===== src/rtl/serial_pkg.sv =====
// serial_pkg: shared receiver FSM state encoding and frame width
package serial_pkg;
  localparam int DATA_BITS = 8;
  typedef enum logic [1:0] {IDLE, DATA, PARITY, STOP} rx_state_t;
endpackage


===== src/rtl/serial_rx_if.sv =====
// serial_rx_if: serial line, bit strobe and byte-stream handshake of the receiver
// master drives sin/bit_en/ready and observes the received byte and status flags;
// slave is the receiver side.
interface serial_rx_if;
  import serial_pkg::*;
  logic                 sin;
  logic                 bit_en;
  logic                 ready;
  logic [DATA_BITS-1:0] data;
  logic                 valid;
  logic                 parity_err;
  logic                 frame_err;
  logic                 overrun;
  modport master (output sin, bit_en, ready, input data, valid, parity_err, frame_err, overrun);
  modport slave (input sin, bit_en, ready, output data, valid, parity_err, frame_err, overrun);
endinterface


===== src/rtl/serial_rx.sv =====
// serial_rx: strobed UART-style receiver (start, 8 data MSB first, optional even parity, stop)
// clk/rst: clock and synchronous active-high reset; bus: serial_rx_if.slave carrying
// sin/bit_en/ready in and data/valid/parity_err/frame_err/overrun out.
module serial_rx
  import serial_pkg::*;
#(
  parameter bit PARITY_EN = 1'b1
) (
  input logic     clk,
  input logic     rst,
  serial_rx_if.slave bus
);
  rx_state_t            state_q, state_d;
  logic [2:0]           cnt_q, cnt_d;
  logic [DATA_BITS-1:0] sh_q, sh_d;
  logic [DATA_BITS-1:0] data_q, data_d;
  logic                 pe_q, pe_d;
  logic                 valid_q, valid_d;
  logic                 perr_q, perr_d;
  logic                 ferr_q, ferr_d;
  logic                 ovr_q, ovr_d;
  logic                 hs;
  assign hs = valid_q && bus.ready;
  always_comb begin
    state_d = state_q;
    cnt_d   = cnt_q;
    sh_d    = sh_q;
    pe_d    = pe_q;
    data_d  = data_q;
    valid_d = valid_q && !bus.ready;
    perr_d  = perr_q;
    ferr_d  = 1'b0;
    ovr_d   = ovr_q;
    if (bus.bit_en) begin
      case (state_q)
        IDLE: begin
          // pe cleared at frame start so a parity-less frame reports no error
          state_d = bus.sin ? IDLE : DATA;
          cnt_d   = bus.sin ? cnt_q : 3'd0;
          pe_d    = bus.sin ? pe_q : 1'b0;
        end
        DATA: begin
          sh_d  = {sh_q[DATA_BITS-2:0], bus.sin};
          cnt_d = cnt_q + 3'd1;
          if (cnt_q == 3'(DATA_BITS - 1)) state_d = PARITY_EN ? PARITY : STOP;
        end
        PARITY: begin
          pe_d    = (^sh_q) ^ bus.sin;
          state_d = STOP;
        end
        default: begin
          state_d = IDLE;
          // a good frame is delivered if the output slot is free or freed this very edge
          if (!bus.sin) ferr_d = 1'b1;
          else if (!valid_q || hs) begin
            data_d  = sh_q;
            valid_d = 1'b1;
            perr_d  = pe_q;
          end else ovr_d = 1'b1;
        end
      endcase
    end
  end
  always_ff @(posedge clk) begin
    if (rst) begin
      state_q <= IDLE;
      cnt_q   <= '0;
      sh_q    <= '0;
      pe_q    <= 1'b0;
      data_q  <= '0;
      valid_q <= 1'b0;
      perr_q  <= 1'b0;
      ferr_q  <= 1'b0;
      ovr_q   <= 1'b0;
    end else begin
      state_q <= state_d;
      cnt_q   <= cnt_d;
      sh_q    <= sh_d;
      pe_q    <= pe_d;
      data_q  <= data_d;
      valid_q <= valid_d;
      perr_q  <= perr_d;
      ferr_q  <= ferr_d;
      ovr_q   <= ovr_d;
    end
  end
  assign bus.data       = data_q;
  assign bus.valid      = valid_q;
  assign bus.parity_err = perr_q;
  assign bus.frame_err  = ferr_q;
  assign bus.overrun    = ovr_q;
endmodule


===== src/flat_wrapper.sv =====
// flat-port wrapper written by rule: the top's interface ports become plain ports
module serial_rx_flat import serial_pkg::*;
#(
  parameter bit PARITY_EN = 1'b1
)
  (clk, rst, bus_sin, bus_bit_en, bus_ready, bus_data, bus_valid, bus_parity_err, bus_frame_err, bus_overrun);
  serial_rx_if bus_i ();
  input logic clk;
  input logic rst;
  input wire logic [$bits(bus_i.sin)-1:0] bus_sin;
  input wire logic [$bits(bus_i.bit_en)-1:0] bus_bit_en;
  input wire logic [$bits(bus_i.ready)-1:0] bus_ready;
  output wire logic [$bits(bus_i.data)-1:0] bus_data;
  output wire logic [$bits(bus_i.valid)-1:0] bus_valid;
  output wire logic [$bits(bus_i.parity_err)-1:0] bus_parity_err;
  output wire logic [$bits(bus_i.frame_err)-1:0] bus_frame_err;
  output wire logic [$bits(bus_i.overrun)-1:0] bus_overrun;
  assign bus_i.sin = bus_sin;
  assign bus_i.bit_en = bus_bit_en;
  assign bus_i.ready = bus_ready;
  assign bus_data = bus_i.data;
  assign bus_valid = bus_i.valid;
  assign bus_parity_err = bus_i.parity_err;
  assign bus_frame_err = bus_i.frame_err;
  assign bus_overrun = bus_i.overrun;
  serial_rx #(.PARITY_EN(PARITY_EN)) u_core (.clk(clk), .rst(rst), .bus(bus_i));
endmodule

===== config.mk =====
export PLATFORM = sky130hd
export DESIGN_NAME = serial_rx_flat
export DESIGN_NICKNAME = d
export VERILOG_FILES = /design/src/rtl/serial_pkg.sv /design/src/rtl/serial_rx_if.sv /design/src/rtl/serial_rx.sv /design/src/flat_wrapper.sv
export SDC_FILE = /design/constraint.sdc
export NUM_CORES = 1
export LEC_CHECK = 0
export ABC_AREA = 1
export BUFFER_PORTS_ARGS = -buffer_cell sky130_fd_sc_hd__buf_2
export CAP_MARGIN = 10
export CORE_MARGIN = 2
export CORE_UTILIZATION = 58
export CTS_CLUSTER_DIAMETER = 150
export DETAILED_ROUTE_END_ITERATION = 10
export PLACE_DENSITY_LB_ADDON = 0.12
export SLEW_MARGIN = 25
export SYNTH_ARGS = -nofsm -noshare
export SYNTH_HDL_FRONTEND = slang
export SYNTH_SLANG_ARGS = --single-unit
export TNS_END_PERCENT = 1

===== constraint.sdc =====
create_clock -name clk -period 3 [get_ports clk]
set_input_delay 0.3 -clock clk [delete_from_list [all_inputs] [get_ports clk]]
set_output_delay 0.3 -clock clk [all_outputs]
set_load 0.02 [all_outputs]

==> impl_metrics.yaml <==
power_and_ir_drop:
  power_mw: 0.712
  leakage_nw: 0.646
  power.density_nw_per_um2: 548
  peakVddDrop_mv: 0.440
timing:
  rsz0062_at_grt: "false"
  period_share_pct: 49.8
  slew_violations: 0
  fmax_mhz: 670
  setup_viol: 0
  period_minus_slack_ps: 1490
  fin_setup_tns_ps: 0
  whs_ps: 168
  finClkSkew_ps: 3.60
  hold_violations: 0
  worst_pin_slew_ps: 536
  slew-limit-headroom_pct: 64.2
die:
  start_util_pct: 60.0
  die_h_um: 48.6
  core_area_sq_um: 1920
  num_io_pins: 17
  die_x_um: 48.6
  die_area_sq_um: 2360
  rows: 16
global_routing:
  gr-usage-met3_pct: 1.85
  grt_usage_pct: 19.0
  met2_usage_pct: 32.2
  gr-usage-met1_pct: 25.2
  top_usage_layer: "met2"
  grt.overflow.total: 0
  grt_pass1_vias: 881
  antenna_found_initial: 0
  grt_max_degree: 23
  grt_pass1_wl_um: 3590
cts:
  cts_max_level: 1
  clk_pin_slew_ps: 140
  cts_sinks: 26
  cts_hold_buf: 0
  clockBufferDepth: 2
  cts-root-buf: "clkbuf_4"
  cts_tree: "built"
  insertion_delay_ps: 330
  cts_resized: 0
  cts_setup_buffers: 0
  cts_inserted_buffers: 3
route:
  via_per_inst: 5.06
  first_pass_iters: 4
  drtIter0Drc: 16
  avgRoutedWirePerCell_um: 11.1
  route.detailed.drc: 0
  via_count: 987
  drt_wl_total_um: 2160
  antenna_left: 0
yosys:
  ys_warn_count: 0
  syn_avg_cell_area_sq_um: 7.64
  ys_ff_latch: 26
  synth_nets: 162
  synthMuxAreaShare_pct: 0
  synth_top_family_by_area: "simple AND/OR/NAND/NOR gates"
  synth_area_sq_um: 1150
  synth-compound-area-share_pct: 18.9
  synth-xor-area-share_pct: 2.28
  synth_fa_ha_area_share_pct: 6.51
  syn_inst: 151
  synth.distinct_cells: 19
  synth_simple_gate_area_share_pct: 19.4
  yosysSeqAreaShare_pct: 45.1
setup_path:
  crit_type: "flip-flop to flip-flop"
  cp.required_ps: 3230
  critPathArrivalTime_ps: 1730
  critical_path.cell_chain: "inv_1 > ha_1 > nand2_2 > o22ai_2 > inv_1 > a21oi_1 > nor2_1"
  cp_max_fo: 10
  cp_slowest_cell: "dfxtp_1"
  critPathCaptureType: "flip-flop"
  critPathMaxStageDelay_ps: 360
  path_common_cell: "inv_1"
  crit_path_start_kind: "flip-flop"
cells_and_area:
  postLayoutCellArea_sq_um: 1300
  nets: 180
  multi_input_area_sq_um: 543
  antennaDiodeCount: 0
  drive_gt1_share_pct: 14.3
  layout_common_cells: "dfxtp_1 (26), o21ai_0 (23), nand2_1 (23)"
  final_cell_count_no_fill: 195
  nFillCells: 191
  area.sequential_sq_um: 520
  layout_commonest_cell: "dfxtp_1"
  syn_to_final_growth_pct: 12.8
placement:
  dpl.cell_count: 191
  port_buffers: 16
  placedInstanceArea_sq_um: 1250
  hpwl_um: 1610
  globalplace.congestion: 0.872
run_status:
  status: "complete, no violations"
worst_hold_path:
  hold_class: "input pin to flip-flop"
flow_run:
  cap_violations: 0
==> state kept, by name, summed over array words and instances (netlist names), 2 cells and up <==
register,count
u_core.bus.data,8
u_core.state_q,2
u_core.sh_q,8
u_core.cnt_q,3
==> synth_stat cells <==
cell type	instances	area share [%]
dfxtp_1	26	45
nand2_1	23	7.5
o21ai_0	23	10
nor2_1	21	6.8
inv_1	19	6.2
a21oi_1	16	6.9
ha_1	6	6.5
nand3_1	5	2.2
xor2_1	2	1.5
buf_1	1	0.33
buf_6	1	0.98
clkbuf_1	1	0.33
nand2_2	1	0.54
nand3_2	1	0.87
nor2_4	1	0.98
nor4_1	1	0.54
o211a_1	1	0.87
o22ai_2	1	1.1
xnor2_1	1	0.76
==> layer usage <==
layer  up-vias  share of wire [%]
met5         -                  0
met4         0                1.6
met3         5                3.0
met2        18                 46
met1       442                 49
li1        522                  -
==> cell type report <==
class / instances / area share [%]
Multi-Input combinational cell: 103 / 41.7
Sequential cell: 26 / 40.0
Timing Repair Buffer: 16 / 6.15
Inverter: 19 / 5.48
Tap cell: 27 / 2.60
Clock inverter: 1 / 2.31
Clock buffer: 3 / 1.73
==> stage by stage <==
step                utilization, %  setup WS, ps
finish                        67.7          1510
CTS                           67.7          1510
floorplan                        -          1730
global route                  67.7          1400
global placement              65.0          1640
detailed placement            65.0          1550
==> worst max-delay path: cells and delay by family, from the launching register on <==
family | cells | cell delay (ps)
and+or+nand+nor | 2 | 190
adders and majority gates | 1 | 250
DFF | 1 | 360
buffers and inverters | 2 | 210
AOI/OAI and AO/OA | 2 | 390
==> cells by family after synthesis <==
logic type / count (synthesis)
fa+ha+maj: 6
xor+xnor: 3
compound gates: 41
simple gates: 53
buf+inv: 22
flops: 26
==> path summary, 6_finish.rpt <==
kind,endpoint,depth (start not counted),slack [ps],start
max reg2reg,u_core.cnt_q[1]$_SDFFE_PP0P_,7,1510,u_core.state_q[1]$_SDFFE_PP0P_
max,u_core.cnt_q[1]$_SDFFE_PP0P_,7,1510,u_core.state_q[1]$_SDFFE_PP0P_
min reg2reg,u_core.bus.overrun$_SDFFE_PP0P_,2,480,u_core.bus.overrun$_SDFFE_PP0P_
min,u_core.bus.frame_err$_SDFF_PP0_,2,170,bus_sin
==> where the power goes <==
| group | internal (mW) | switching (mW) | total, mW | leakage (nW) |
|---|---|---|---|---|
| clock | 0.135 | 0.106 | 0.242 | 0.0279 |
| combinational | 0.0339 | 0.0621 | 0.0960 | 0.407 |
| sequential | 0.362 | 0.0133 | 0.375 | 0.211 |
| total | 0.531 | 0.182 | 0.712 | 0.646 |
Power figures use the tool's default switching activity.
